[config.mk]
export PLATFORM = sky130hd
export DESIGN_NAME = l1_data_mem_responder_flat
export DESIGN_NICKNAME = d
export VERILOG_FILES = /design/src/rtl/l1_data_mem_responder_if.sv /design/src/rtl/l1_data_mem_responder.sv /design/src/flat_wrapper.sv
export SDC_FILE = /design/constraint.sdc
export NUM_CORES = 1
export LEC_CHECK = 0
export CELL_PAD_IN_SITES_DETAIL_PLACEMENT = 2
export CELL_PAD_IN_SITES_GLOBAL_PLACEMENT = 2
export CORE_MARGIN = 2
export CORE_UTILIZATION = 42
export DETAILED_ROUTE_END_ITERATION = 10
export PLACE_DENSITY_LB_ADDON = 0.1
export SLEW_MARGIN = 20
export SYNTH_ARGS = -nofsm -noshare
export SYNTH_HDL_FRONTEND = slang
export SYNTH_SLANG_ARGS = --single-unit
[constraint.sdc]
create_clock -name iCLOCK -period 7.79 [get_ports iCLOCK]
set_input_delay 1.558 -clock iCLOCK [delete_from_list [all_inputs] [get_ports iCLOCK]]
set_output_delay 1.558 -clock iCLOCK [all_outputs]
set_load 0.02 [all_outputs]
[src/rtl/l1_data_mem_responder_if.sv]
// rtl/l1_data_mem_responder_if.sv - cache-side and memory-side bus bundle for l1_data_mem_responder
//
// Cache side : iDATA_REQ/oDATA_LOCK request handshake with ORDER/MASK/RW/ADDR/DATA fields,
//              oDATA_VALID/oDATA_DATA response beats.
// Memory side: oMEM_REQ/iMEM_BUSY issue handshake with RW/ADDR/BE/DATA fields,
//              iMEM_VALID/iMEM_DATA in-order responses.
// Status     : oERROR sticky protocol-error flag.
// slave  = responder view, master = cache + memory environment view.
interface l1_data_mem_responder_if;
    logic        iDATA_REQ;
    logic        oDATA_LOCK;
    logic [1:0]  iDATA_ORDER;
    logic [3:0]  iDATA_MASK;
    logic        iDATA_RW;
    logic [31:0] iDATA_ADDR;
    logic [31:0] iDATA_DATA;
    logic        oDATA_VALID;
    logic [63:0] oDATA_DATA;
    logic        oMEM_REQ;
    logic        iMEM_BUSY;
    logic        oMEM_RW;
    logic [31:0] oMEM_ADDR;
    logic [7:0]  oMEM_BE;
    logic [63:0] oMEM_DATA;
    logic        iMEM_VALID;
    logic [63:0] iMEM_DATA;
    logic        oERROR;

    modport slave (
        input  iDATA_REQ, iDATA_ORDER, iDATA_MASK, iDATA_RW, iDATA_ADDR, iDATA_DATA,
        input  iMEM_BUSY, iMEM_VALID, iMEM_DATA,
        output oDATA_LOCK, oDATA_VALID, oDATA_DATA,
        output oMEM_REQ, oMEM_RW, oMEM_ADDR, oMEM_BE, oMEM_DATA, oERROR
    );

    modport master (
        output iDATA_REQ, iDATA_ORDER, iDATA_MASK, iDATA_RW, iDATA_ADDR, iDATA_DATA,
        output iMEM_BUSY, iMEM_VALID, iMEM_DATA,
        input  oDATA_LOCK, oDATA_VALID, oDATA_DATA,
        input  oMEM_REQ, oMEM_RW, oMEM_ADDR, oMEM_BE, oMEM_DATA, oERROR
    );
endinterface

[src/rtl/l1_data_mem_responder.sv]
// rtl/l1_data_mem_responder.sv - in-order memory responder for the L1 data cache data-memory port
//
// Ports:
//   iCLOCK      clock
//   inRESET     asynchronous active-low reset (also clears the drain counter)
//   iRESET_SYNC synchronous reset; memory requests already issued are drained and discarded
//   bus         l1_data_mem_responder_if.slave: cache request/response, memory issue/response, oERROR
// Requests are queued, issued to memory from the queue head, and each memory response is returned
// to the cache one cycle later as a 64b read beat or a zero write ack.
module l1_data_mem_responder #(
    parameter int P_QUEUE_DEPTH     = 8,
    parameter int P_MAX_OUTSTANDING = 8
) (
    input  logic                     iCLOCK,
    input  logic                     inRESET,
    input  logic                     iRESET_SYNC,
    l1_data_mem_responder_if.slave   bus
);
    localparam int PW = $clog2(P_QUEUE_DEPTH);
    localparam int CW = PW + 1;
    localparam int TW = (P_MAX_OUTSTANDING > 1) ? $clog2(P_MAX_OUTSTANDING) : 1;

    typedef struct packed {
        logic        rw;
        logic [1:0]  order;
        logic [31:0] addr;
        logic [3:0]  mask;
        logic [31:0] data;
    } req_t;

    typedef enum logic {ST_RUN, ST_DRAIN} state_t;

    req_t          q_mem [P_QUEUE_DEPTH];
    logic [PW-1:0] wr_ptr, rd_ptr;
    logic [CW-1:0] count;

    // One RW bit per issued-but-unanswered request, so responses know whether to carry data.
    logic          tag_mem [P_MAX_OUTSTANDING];
    logic [TW-1:0] tag_wr, tag_rd;

    logic [3:0]    outstanding;
    logic [3:0]    drain;
    state_t        state;

    req_t          head;
    logic          push, pop, fwd, spurious;
    logic [3:0]    ost_nxt;
    logic          unused_head;

    assign head = q_mem[rd_ptr];

    // ORDER and the low address bits travel with the request for debug visibility only.
    assign unused_head = ^{head.order, head.addr[1:0]};

    assign bus.oDATA_LOCK = (count == CW'(P_QUEUE_DEPTH)) || (state == ST_DRAIN) || iRESET_SYNC;
    assign push           = bus.iDATA_REQ && !bus.oDATA_LOCK;

    assign bus.oMEM_REQ   = (count != '0) && (state == ST_RUN) &&
                            (outstanding < 4'(P_MAX_OUTSTANDING));
    assign pop            = bus.oMEM_REQ && !bus.iMEM_BUSY;

    assign bus.oMEM_RW    = head.rw;
    assign bus.oMEM_ADDR  = {head.addr[31:3], 3'h0};
    assign bus.oMEM_BE    = head.rw      ? 8'hFF :
                            head.addr[2] ? {head.mask, 4'h0} : {4'h0, head.mask};
    assign bus.oMEM_DATA  = head.rw      ? 64'h0 :
                            head.addr[2] ? {head.data, 32'h0} : {32'h0, head.data};

    // A response is only ours to forward while running with something outstanding; with
    // nothing outstanding and nothing to drain it is a protocol violation.
    assign fwd      = bus.iMEM_VALID && (state == ST_RUN) && (outstanding != 4'd0);
    assign spurious = bus.iMEM_VALID && (outstanding == 4'd0) && (drain == 4'd0);
    assign ost_nxt  = outstanding + 4'(pop) - 4'(fwd);

    function automatic logic [TW-1:0] tag_next(input logic [TW-1:0] p);
        return (p == TW'(P_MAX_OUTSTANDING - 1)) ? '0 : p + TW'(1);
    endfunction

    always_ff @(posedge iCLOCK) begin
        if (push) begin
            q_mem[wr_ptr] <= '{rw: bus.iDATA_RW, order: bus.iDATA_ORDER, addr: bus.iDATA_ADDR,
                               mask: bus.iDATA_MASK, data: bus.iDATA_DATA};
        end
        if (pop) begin
            tag_mem[tag_wr] <= head.rw;
        end
    end

    always_ff @(posedge iCLOCK or negedge inRESET) begin
        if (!inRESET) begin
            wr_ptr          <= '0;
            rd_ptr          <= '0;
            count           <= '0;
            tag_wr          <= '0;
            tag_rd          <= '0;
            outstanding     <= 4'd0;
            drain           <= 4'd0;
            state           <= ST_RUN;
            bus.oDATA_VALID <= 1'b0;
            bus.oDATA_DATA  <= 64'h0;
            bus.oERROR      <= 1'b0;
        end else if (iRESET_SYNC) begin
            wr_ptr          <= '0;
            rd_ptr          <= '0;
            count           <= '0;
            tag_wr          <= '0;
            tag_rd          <= '0;
            outstanding     <= 4'd0;
            bus.oDATA_VALID <= 1'b0;
            bus.oDATA_DATA  <= 64'h0;
            bus.oERROR      <= 1'b0;
            if (state == ST_RUN) begin
                // Memory still owes us these answers; swallow them before accepting new work.
                drain <= ost_nxt;
                state <= (ost_nxt != 4'd0) ? ST_DRAIN : ST_RUN;
            end else if (bus.iMEM_VALID) begin
                drain <= drain - 4'd1;
                if (drain == 4'd1) state <= ST_RUN;
            end
        end else begin
            if (push) wr_ptr <= wr_ptr + PW'(1);
            if (pop) begin
                rd_ptr <= rd_ptr + PW'(1);
                tag_wr <= tag_next(tag_wr);
            end
            count       <= count + CW'(push) - CW'(pop);
            outstanding <= ost_nxt;

            if (fwd) begin
                tag_rd         <= tag_next(tag_rd);
                bus.oDATA_DATA <= tag_mem[tag_rd] ? bus.iMEM_DATA : 64'h0;
            end
            bus.oDATA_VALID <= fwd;

            if (spurious) bus.oERROR <= 1'b1;

            if ((state == ST_DRAIN) && bus.iMEM_VALID) begin
                drain <= drain - 4'd1;
                if (drain == 4'd1) state <= ST_RUN;
            end
        end
    end
endmodule

[src/flat_wrapper.sv]
// flat-port wrapper written by rule: the top's interface ports become plain ports
module l1_data_mem_responder_flat 
#(
    parameter int P_QUEUE_DEPTH     = 8,
    parameter int P_MAX_OUTSTANDING = 8
)
  (iCLOCK, inRESET, iRESET_SYNC, bus_iDATA_REQ, bus_iDATA_ORDER, bus_iDATA_MASK, bus_iDATA_RW, bus_iDATA_ADDR, bus_iDATA_DATA, bus_iMEM_BUSY, bus_iMEM_VALID, bus_iMEM_DATA, bus_oDATA_LOCK, bus_oDATA_VALID, bus_oDATA_DATA, bus_oMEM_REQ, bus_oMEM_RW, bus_oMEM_ADDR, bus_oMEM_BE, bus_oMEM_DATA, bus_oERROR);
  l1_data_mem_responder_if bus_i ();
  input  logic iCLOCK;
  input  logic inRESET;
  input  logic iRESET_SYNC;
  input wire logic [$bits(bus_i.iDATA_REQ)-1:0] bus_iDATA_REQ;
  input wire logic [$bits(bus_i.iDATA_ORDER)-1:0] bus_iDATA_ORDER;
  input wire logic [$bits(bus_i.iDATA_MASK)-1:0] bus_iDATA_MASK;
  input wire logic [$bits(bus_i.iDATA_RW)-1:0] bus_iDATA_RW;
  input wire logic [$bits(bus_i.iDATA_ADDR)-1:0] bus_iDATA_ADDR;
  input wire logic [$bits(bus_i.iDATA_DATA)-1:0] bus_iDATA_DATA;
  input wire logic [$bits(bus_i.iMEM_BUSY)-1:0] bus_iMEM_BUSY;
  input wire logic [$bits(bus_i.iMEM_VALID)-1:0] bus_iMEM_VALID;
  input wire logic [$bits(bus_i.iMEM_DATA)-1:0] bus_iMEM_DATA;
  output wire logic [$bits(bus_i.oDATA_LOCK)-1:0] bus_oDATA_LOCK;
  output wire logic [$bits(bus_i.oDATA_VALID)-1:0] bus_oDATA_VALID;
  output wire logic [$bits(bus_i.oDATA_DATA)-1:0] bus_oDATA_DATA;
  output wire logic [$bits(bus_i.oMEM_REQ)-1:0] bus_oMEM_REQ;
  output wire logic [$bits(bus_i.oMEM_RW)-1:0] bus_oMEM_RW;
  output wire logic [$bits(bus_i.oMEM_ADDR)-1:0] bus_oMEM_ADDR;
  output wire logic [$bits(bus_i.oMEM_BE)-1:0] bus_oMEM_BE;
  output wire logic [$bits(bus_i.oMEM_DATA)-1:0] bus_oMEM_DATA;
  output wire logic [$bits(bus_i.oERROR)-1:0] bus_oERROR;
  assign bus_i.iDATA_REQ = bus_iDATA_REQ;
  assign bus_i.iDATA_ORDER = bus_iDATA_ORDER;
  assign bus_i.iDATA_MASK = bus_iDATA_MASK;
  assign bus_i.iDATA_RW = bus_iDATA_RW;
  assign bus_i.iDATA_ADDR = bus_iDATA_ADDR;
  assign bus_i.iDATA_DATA = bus_iDATA_DATA;
  assign bus_i.iMEM_BUSY = bus_iMEM_BUSY;
  assign bus_i.iMEM_VALID = bus_iMEM_VALID;
  assign bus_i.iMEM_DATA = bus_iMEM_DATA;
  assign bus_oDATA_LOCK = bus_i.oDATA_LOCK;
  assign bus_oDATA_VALID = bus_i.oDATA_VALID;
  assign bus_oDATA_DATA = bus_i.oDATA_DATA;
  assign bus_oMEM_REQ = bus_i.oMEM_REQ;
  assign bus_oMEM_RW = bus_i.oMEM_RW;
  assign bus_oMEM_ADDR = bus_i.oMEM_ADDR;
  assign bus_oMEM_BE = bus_i.oMEM_BE;
  assign bus_oMEM_DATA = bus_i.oMEM_DATA;
  assign bus_oERROR = bus_i.oERROR;
  l1_data_mem_responder #(.P_QUEUE_DEPTH(P_QUEUE_DEPTH), .P_MAX_OUTSTANDING(P_MAX_OUTSTANDING)) u_core (.iCLOCK(iCLOCK), .inRESET(inRESET), .iRESET_SYNC(iRESET_SYNC), .bus(bus_i));
endmodule
# [Word level (Yosys, flattened, before mapping)]
# Memory sizes are Yosys's and may differ from the RTL's.
# Index checks and enable logic that the tools add are counted.
[op_classes] bitwise_logic=1 order_cmp=1 reduce_logical=26 n_eq_ne=5 mux=37 addsub=9
[op_table] cell="64-bit two-way mux" count=5
[op_table] cell="3-bit two-way mux" count=10
[op_table] cell="4-bit two-way mux" count=6
[op_table] cell="8-bit two-way mux" count=2
[op_table] cell="1-bit two-way mux" count=14
[op_table] cell="3-bit by 1-bit adder with 3-bit output (second input constant)" count=4
[op_table] cell="2-bit nonzero test" count=6
[op_table] cell="4-bit nonzero test" count=3
[op_table] cell="1-bit logical AND" count=9
[op_table] cell="4-bit by 1-bit adder with 4-bit output" count=2
[op_table] cell="4-bit logical NOT" count=2
[op_table] cell="4-bit by 1-bit subtractor with 4-bit output" count=2
[op_table] cell="3-bit equality test (second input constant)" count=2
[op_table] cell="4-bit by 1-bit equality test with 1-bit output (second input constant)" count=1
[op_table] cell="4-bit equality test (second input constant)" count=1
[op_table] cell="4-bit < comparator (second input constant)" count=1
[op_table] cell="2-bit AND reduction" count=2
[op_table] cell="4-bit by 1-bit subtractor with 4-bit output (second input constant)" count=1
[op_table] cell="3-bit inequality test (second input constant)" count=1
[op_table] cell="1-bit logical NOT" count=2
[op_table] cell="1-bit logical OR" count=2
[op_table] cell="1-bit inverter" count=1
[word_totals] elab_cells=92 mem_count=2 output_inout_bits=173 reg_bits=91 input_bits=141 mem_bits_rw=576
[memory_table] name="u_core.q_mem" words=8 word_bits=71 rd=1 rd_clocked_by_memory_dff=0 write_ports=1 line="l1_data_mem_responder.sv:33" source="req_t q_mem [P_QUEUE_DEPTH];"
[memory_table] name="u_core.tag_mem" words=8 word_bits=1 rd=1 rd_clocked_by_memory_dff=0 write_ports=1 line="l1_data_mem_responder.sv:38" source="logic tag_mem [P_MAX_OUTSTANDING];"

# [Longest topological paths before layout]
# Gate-level depths: netlist (run 1).
[depth] depth_word=10 depth_mapped=11 ltp_nobuf=11

# [Least setup slack after synthesis (run 1)]
# No wires, ideal clock.
[synth_timing] kind="input port to flip-flop" start="in iRESET_SYNC" end="mem u_core.q_mem[0][0] in the netlist's numbering (enable)" path_buffers=2 t_required_ns=7.216 arrival_time_ns=7.084 path_stages=6 setup_time_ns=0.574 slack_ns=0.132 path_cell_list="clkbuf_1 > nor2_1 > and3_1 > clkbuf_1 > nand2b_1 > nor3_1"
[synth_between] elab_chain_len=5
[synth_lines] item="start, declared" line="flat_wrapper.sv:11" source="input logic iRESET_SYNC;"
[synth_lines] item="1-bit logical OR" line="l1_data_mem_responder.sv:55" source="assign bus.oDATA_LOCK = (count == CW'(P_QUEUE_DEPTH)) || (state == ST_DRAIN) || iRESET_SYNC;"
[synth_lines] item="1-bit logical NOT" line="l1_data_mem_responder.sv:56" source="assign push = bus.iDATA_REQ && !bus.oDATA_LOCK;"
[synth_lines] item="1-bit logical AND" line="l1_data_mem_responder.sv:56"
[synth_lines] item="1-bit two-way mux" line="l1_data_mem_responder.sv:80" source="if (push) begin"
[synth_lines] item="1-bit two-way mux (implied by the code)" line="l1_data_mem_responder.sv:81" source="q_mem[wr_ptr] <= '{rw: bus.iDATA_RW, order: bus.iDATA_ORDER, addr: bus.iDATA_ADDR,"
[synth_lines] item="end, declared" line="l1_data_mem_responder.sv:33"
# Every way passes these cells.

# [Final worst setup path (run 1)]
[layout_timing] start="reg u_core.rd_ptr[0]" end="out bus_oMEM_DATA[29]"
[layout_between] elab_chain_len=3
[layout_lines] item="start, declared" line="l1_data_mem_responder.sv:34" source="logic [PW-1:0] wr_ptr, rd_ptr;"
[layout_lines] item="start signal, assigned" line="l1_data_mem_responder.sv:123" source="rd_ptr <= rd_ptr + PW'(1);"
[layout_lines] item="memory read 8 x 71 bit *"
[layout_lines] item="64-bit two-way mux" line="l1_data_mem_responder.sv:67" source="head.addr[2] ? {head.data, 32'h0} : {32'h0, head.data};"
[layout_lines] item="64-bit two-way mux *" line="l1_data_mem_responder.sv:66" source="assign bus.oMEM_DATA = head.rw ? 64'h0 :"
[layout_lines] item="end, declared" line="flat_wrapper.sv:28" source="output wire logic [$bits(bus_i.oMEM_DATA)-1:0] bus_oMEM_DATA;"
# Every way passes the cells marked *; elsewhere a longest branch is shown, timed or not.

==> metrics.yaml, run 1 <==
sta:
  hold_viol_final: 0
  clock_skew_ns: 0.0255
  clock.fmax_ghz: 0.167
  whs_ns: 0.498
  tns_ns: 0
  rsz0062_at_grt: "false"
  slew_viol_final: 0
  timing.final.crit_share: 0.770
  timing.final.crit_period_ns: 6.00
  max-slew-margin-rel: 0.270
  setup_violations: 0
  tightest_slew_ns: 1.09
routing:
  vias: 12900
  drcViolationCount: 0
  first_pass_iters: 5
  wl_per_cell_um: 27.2
  routed_wl_mm: 64.3
  postRouteAntennaNets: 0
  via_per_inst: 5.43
  first_iter_violations: 704
worst_setup_path:
  ff2ff_setup_slack_ns: 4.42
  slowest_stage: "buf_4"
  worst_path_largest_cell_delay_ns: 0.78
  cp-end-kind: "primary output"
  start_kind: "register"
  cp_num_buf_inv: 3
  reg2reg_from: "u_core.state$_DFFE_PN0P_"
  worst_path_most_repeated_cell: "buf_4"
  path_max_fanout: 45
  cp_data_required_time_ns: 6.23
  path_cells: "buf_4 > buf_4 > mux4_2 > mux2i_1 > nor2_1 > clkdlybuf4s50_1"
  path_class: "reg2out"
  reg2regPathDepth: 6
  regToRegEndpoint: "u_core.q_mem[6][40]$_DFFE_PP_"
  path_delay_family: "buffers and inverters"
  worstPathArrival_ns: 4.44
die:
  die_w_um: 246
  pin_count: 314
  die-area_um2: 60600
  core-area_um2: 57800
  start_util: 0.426
  row_count: 88
  fp.dieH_um: 246
pwr:
  vdd_drop_max_uv: 248
  p_sw_frac: 0.244
  internal_power_mw: 6.13
  p_leak_nw: 10.1
  power_frac_seq: 0.475
  finalPower_mw: 8.11
  p_comb_frac: 0.131
  powerDensity_nw_per_um2: 263
  p_clk_frac: 0.394
  switchingPower_mw: 1.98
global_routing:
  use_met2: 0.368
  track_usage: 0.216
  gr-total-overflow: 0
  gr-max-usage-layer: "met2"
  grt_pass1_vias: 14400
  grt_pass1_wl_mm: 96.3
  grtUsageMet1: 0.282
  antenna_found_initial: 7
  grtUsageMet3: 0.0469
  grt_max_degree: 79
cts:
  post-cts-setup-buffer-count: 0
  ctsResizeCount: 0
  cts_buffer_depth: 3
  cts_buffers: 69
  cts.sink_count: 635
  htree_levels: 3
  clk-insertion-delay-late_ns: 0.61
  holdBufCountCts: 0
  cts_tree: "done"
  clk_pin_slew_ns: 0.06
  cts_root_buf: "clkbuf_16"
logic_synthesis:
  synth_warnings: 0
  avgSynthCellArea_um2: 20.4
  synth_cells: 1207
  synth-edff-count: 544
  ys_ff_latch: 635
  async_flop_share: 0.143
  synth-seq-area-share: 0.756
  synth_top_cells_by_area: "edfxtp_1 66%, mux4_2 12%, dfrtp_1 9.2%, a22o_1 2.3%, mux2i_1 1.6%"
  syn-cell-area_um2: 24600
  synth_top_area_frac: 0.663
  synth_cell_type_count: 46
  post-synth-top-area-cell: "edfxtp_1"
  synth_flop_cell: "edfxtp_1"
placed_design:
  io_buffers: 306
  gp_congestion: 0.702
  dp_hpwl_mm: 38.5
  dp.cells: 2238
job:
  max_cap_violations: 0
status:
  status: "finished clean"
cells_and_area:
  stdcell_count: 2366
  area_growth_pct: 25.3
  nets: 1707
  drive_gt1_frac: 0.192
hold_path:
  hold_path_end: "u_core.bus.oERROR$_DFFE_PN0P_"
  hold_class: "reg2reg"
  min_from: "u_core.bus.oERROR$_DFFE_PN0P_"
  hold_path_depth: 2
-- final cells by class --
type                            instances  area, um^2
Clock buffer                           89        1830
Timing Repair Buffer                  333        3330
Sequential cell                       635       18600
Antenna cell                            2        5.00
Inverter                               15        56.3
Tap cell                              765         957
Fill cell                            4974       27000
Clock inverter                         36         367
Multi-Input combinational cell        491        5670
-- registers in the layout, indices dropped and copies added (netlist names) --
name / flops
u_core.drain: 4
u_core.bus.oERROR: 1
u_core.wr_ptr: 3
u_core.bus.oDATA_VALID: 1
u_core.tag_wr: 3
u_core.q_mem: 536
u_core.bus.oDATA_DATA: 64
u_core.tag_rd: 3
u_core.outstanding: 4
u_core.tag_mem: 8
u_core.rd_ptr: 3
u_core.count: 4
u_core.state: 1
-- cell usage in the layout, fill, tap and decap left out, types with 26 or more instances in the layout --
| master | instances |
|---|---|
| edfxtp_1 | 544 |
| dfrtp_1 | 88 |
| nand2_1 | 26 |
| mux2i_1 | 40 |
| clkbuf_16 | 69 |
| mux4_2 | 134 |
| clkdlybuf4s50_1 | 305 |
| a22o_1 | 65 |
| mux2_2 | 32 |
| nor2_1 | 82 |
-- per-layer routing --
layer,share of wire,wire (um),up-vias
met5,0.00098,63,-
met4,0.020,1310,10
met3,0.051,3310,97
met2,0.51,32700,323
met1,0.42,26900,6866
li1,-,-,5563
-- worst register-to-register path, delay by kind of cell, from the launching register on --
kind,cells,cell delay (ns)
flops,1,0.52
buf+inv,2,1.18
simple gates,4,1.27
-- stage by stage --
step	setup WS, ns	utilization	area [um^2]
after floorplan	0.132	-	24600
after global placement	2.32	0.495	28600
after detailed placement	2.25	0.495	28600
after CTS	1.61	0.533	30800
after global routing	1.41	0.534	30800
final	1.79	0.534	30800
-- power by group through the flow --
| stage | clock network, mW | logic [mW] | registers, mW |
|---|---|---|---|
| 2_1_floorplan | 0 | 0.612 | 3.92 |
| 3_3_place_gp | 0 | 1.04 | 3.91 |
| 3_5_place_dp | 0 | 1.08 | 3.92 |
| 4_1_cts | 3.29 | 1.09 | 3.85 |
| 5_1_grt | 3.39 | 1.15 | 3.86 |
| 6_report | 3.20 | 1.06 | 3.85 |
-- cell families (layout without fill, tap and decap cells) --
| group | after synthesis | after routing | share of synthesized area |
|---|---|---|---|
| flip-flops | 635 | 635 | 0.756 |
| multiplexers | 206 | 206 | 0.153 |
| other | 1 | 5 | 0.000152 |
| adder cells (fa/ha/maj) | 21 | 21 | 0.0113 |
| XOR/XNOR | 8 | 8 | 0.00285 |
| AO/OA/AOI/OAI | 103 | 103 | 0.0320 |
| AND/OR/NAND/NOR | 150 | 150 | 0.0277 |
| buffers and inverters | 83 | 473 | 0.0166 |
-- synth_stat cells (all sizes together), types with 3 or more instances --
| cell | count |
|---|---|
| o21ai | 12 |
| mux2i | 40 |
| dfrtp | 91 |
| nand2 | 26 |
| nand2b | 5 |
| nor3b | 4 |
| xor2 | 3 |
| buf | 47 |
| nor2 | 89 |
| ha | 19 |
| edfxtp | 544 |
| a21oi | 14 |
| nor2b | 5 |
| nor4b | 3 |
| xnor2 | 5 |
| mux4 | 134 |
| a22o | 65 |
| clkbuf | 21 |
| or3 | 4 |
| mux2 | 32 |
| nor3 | 4 |
| inv | 15 |
| a211oi | 3 |
-- how the worst max path moves through the flow --
| stage | cells past startpoint | slack (ns) | from | to |
|---|---|---|---|---|
| 2_1_floorplan | 6 | 0.13 | iRESET_SYNC | u_core.q_mem[0][0]$_DFFE_PP_ |
| 3_3_place_gp | 6 | 2.32 | u_core.rd_ptr[0]$_DFFE_PN0P_ | bus_oMEM_DATA[29] |
| 3_5_place_dp | 6 | 2.25 | u_core.rd_ptr[0]$_DFFE_PN0P_ | bus_oMEM_DATA[29] |
| 4_1_cts | 6 | 1.61 | u_core.rd_ptr[0]$_DFFE_PN0P_ | bus_oMEM_DATA[29] |
| 5_1_grt | 6 | 1.41 | u_core.rd_ptr[0]$_DFFE_PN0P_ | bus_oMEM_DATA[29] |
| 6_report | 6 | 1.79 | u_core.rd_ptr[0]$_DFFE_PN0P_ | bus_oMEM_DATA[29] |
Note: power is estimated with default switching activity, not from simulation.
==> run 2, diff against run 1 <==
--- a/config.mk
+++ b/config.mk
@@ -8,7 +8,7 @@
 export CELL_PAD_IN_SITES_DETAIL_PLACEMENT = 2
 export CELL_PAD_IN_SITES_GLOBAL_PLACEMENT = 2
 export CORE_MARGIN = 2
-export CORE_UTILIZATION = 42
+export CORE_UTILIZATION = 38
 export DETAILED_ROUTE_END_ITERATION = 10
 export PLACE_DENSITY_LB_ADDON = 0.1
 export SLEW_MARGIN = 20
==> constraint.sdc (replaced) <==
create_clock -name iCLOCK -period 4.9 [get_ports iCLOCK]
set_input_delay 0.98 -clock iCLOCK [delete_from_list [all_inputs] [get_ports iCLOCK]]
set_output_delay 0.98 -clock iCLOCK [all_outputs]
set_load 0.02 [all_outputs]
==> run 2 against run 1 <==
Wire length down 1.5%. Sequential cell count unchanged. Count of clock-buffer cells in the layout grew 6. Clock power is 72% higher. Critical path depth is 1 lower. Sequential power is 59% higher. Critical endpoint is now bus_oMEM_BE[2]. Highest routed layer unchanged.
==> metrics.yaml, run 2 (same netlist as run 1, synthesis figures left out) <==
pwr:
  p_leak_nw: 10.4  # +2.3%
  powerDensity_nw_per_um2: 423  # +61%
  finalPower_mw: 13.3  # +64%
  vdd_drop_max_uv: 300  # +21%
cts:
  cts_tree: "done"
  post-cts-setup-buffer-count: 0  # unchanged
  cts.sink_count: 635  # unchanged
  cts_root_buf: "clkbuf_16"
  htree_levels: 3  # unchanged
  cts_buffer_depth: 3  # unchanged
  cts_buffers: 72  # +4.3%
  clk_pin_slew_ns: 0.06  # about the same
  clk-insertion-delay-late_ns: 0.60  # about the same
die:
  pin_count: 314  # unchanged
  row_count: 93  # +5.7%
  die_w_um: 259  # +5.0%
  core-area_um2: 64200  # +11%
  start_util: 0.383  # -0.0426
  fp.dieH_um: 259  # +5.0%
  die-area_um2: 66800  # +10%
sta:
  timing.final.crit_period_ns: 4.56
  whs_ns: 0.495  # -0.00313 ns
  slew_viol_final: 0  # unchanged
  timing.final.crit_share: 0.931
  rsz0062_at_grt: "false"
  tightest_slew_ns: 0.950  # -0.142 ns
  hold_viol_final: 0  # unchanged
  clock_skew_ns: 0.0188  # -0.00671 ns
  setup_violations: 0  # unchanged
  clock.fmax_ghz: 0.219
  max-slew-margin-rel: 0.367  # +0.0964
cells_and_area:
  largest_reg_flops: 536  # unchanged
  area_growth_pct: 27.8
  top_register: "u_core.q_mem"
  reg.largest.list: "u_core.q_mem: 536 flops, u_core.bus.oDATA_DATA: 64 flops, u_core.tag_mem: 8 flops"
  drive_gt1_frac: 0.209  # +0.0165
  final_cell_mix: "544 x edfxtp_1, 305 x clkdlybuf4s50_1, 134 x mux4_2"
  nets: 1725  # +1.1%
  final_common_cell: "edfxtp_1"
  fill_cells: 5713  # +15%
worst_setup_path:
  cp_data_required_time_ns: 3.92  # -2.31 ns
  cp-end-kind: "primary output"
  critPathCapture: "bus_oMEM_BE[2]"
  setup.worst_path.start: "u_core.rd_ptr[2]$_DFFE_PN0P_"
  reg2regPathDepth: 6  # unchanged
  path_class: "reg2out"
  worst_path_largest_cell_delay_ns: 0.74  # -0.04 ns
  start_kind: "register"
  path_cells: "buf_4 > mux4_2 > mux2i_1 > o21ai_0 > clkdlybuf4s50_1"
  reg2reg_from: "u_core.state$_DFFE_PN0P_"
  path_max_fanout: 37  # -18%
  slowest_stage: "dfrtp_4"
  worstPathArrival_ns: 3.58  # -0.86 ns
  ff2ff_setup_slack_ns: 2.01  # -2.41 ns
  regToRegEndpoint: "u_core.q_mem[0][22]$_DFFE_PP_"
placed_design:
  dp_hpwl_mm: 38.4  # -0.30%
  io_buffers: 306  # unchanged
  gp_congestion: 0.702  # about the same
hold_path:
  hold_class: "in2async"
routing:
  first_iter_violations: 682  # -3.1%
  first_pass_iters: 4  # -1
  wl_per_cell_um: 25.6  # -5.8%
  drcViolationCount: 0  # unchanged
  via_per_inst: 5.23  # -3.8%
  postRouteAntennaNets: 0  # unchanged
  routed_wl_mm: 63.3  # -1.5%
  vias: 12900  # +0.51%
job:
  max_cap_violations: 0  # unchanged
global_routing:
  antenna_found_initial: 8  # +1
  grt_pass1_vias: 14500  # +0.41%
  grt_max_degree: 75  # -5.1%
  track_usage: 0.192  # -0.0241
  gr-total-overflow: 0  # unchanged
  grt_pass1_wl_mm: 95.9  # -0.37%
status:
  status: "finished clean"
run 2: layout make-up:
type / count / area, um^2 / area share
Timing Repair Buffer: 348 / 3610 / 0.115
Clock buffer: 95 / 2040 / 0.0649
Sequential cell: 635 / 18600 / 0.592
Tap cell: 855 / 1070 / 0.0340
Inverter: 15 / 56.3 / 0.00179
Multi-Input combinational cell: 491 / 5690 / 0.181
Clock inverter: 32 / 373 / 0.0118
Antenna cell: 2 / 5.00 / 0.000159
run 2: metrics by stage:
stage	area (um^2)	cells	TNS, ns	setup slack [ns]	util
floorplan	24600	1209	-144.53	-0.383	-
global placement	29000	2344	0	0.717	0.452
detailed placement	29000	2344	0	0.592	0.452
CTS	31500	2471	-0.895	-0.0911	0.490
global route	31500	2472	0	0.102	0.490
finish	31500	2473	0	0.337	0.490
run 2: how the worst min path moves through the flow:
stage / cells after the start / endpoint / slack [ns]
floorplan: 2 / u_core.drain[3]$_DFFE_PN0P_ / 0.53
global route: 1 / u_core.bus.oDATA_DATA[52]$_DFFE_PN0P_ / 0.52
global placement: 1 / u_core.bus.oDATA_DATA[48]$_DFFE_PN0P_ / 0.49
CTS: 1 / u_core.wr_ptr[0]$_DFFE_PN0P_ / 0.50
finish: 1 / u_core.wr_ptr[2]$_DFFE_PN0P_ / 0.49
detailed placement: 1 / u_core.bus.oDATA_DATA[41]$_DFFE_PN0P_ / 0.49
run 2: per-layer routing:
| layer | part of all wire | global-route usage | vias to the layer above |
|---|---|---|---|
| li1 | - | - | 5600 |
| met1 | 0.43 | 0.257 | 6899 |
| met2 | 0.49 | 0.320 | 318 |
| met3 | 0.055 | 0.0435 | 96 |
| met4 | 0.021 | 0.0470 | 12 |
| met5 | 0.0012 | 0 | - |
run 2: where the power goes:
group | switching (mW) | internal (mW)
registers | 0.0886 | 6.02
logic | 0.898 | 0.814
clock network | 2.16 | 3.35
total | 3.14 | 10.2
run 2: critical path: cells and delay by family (launching register included):
kind                   cells  cell delay (ns)
buffers and inverters      2             1.30
DFF                        1             0.74
AOI/OAI and AO/OA          1             0.15
muxes                      2             0.75
run 2: repair_timing:
action                                 4_1_cts  5_1_grt
resized for setup                            0        3
setup endpoints to repair                   30       46
hold buffers                                 0        0
endpoints found under the hold margin        0        0
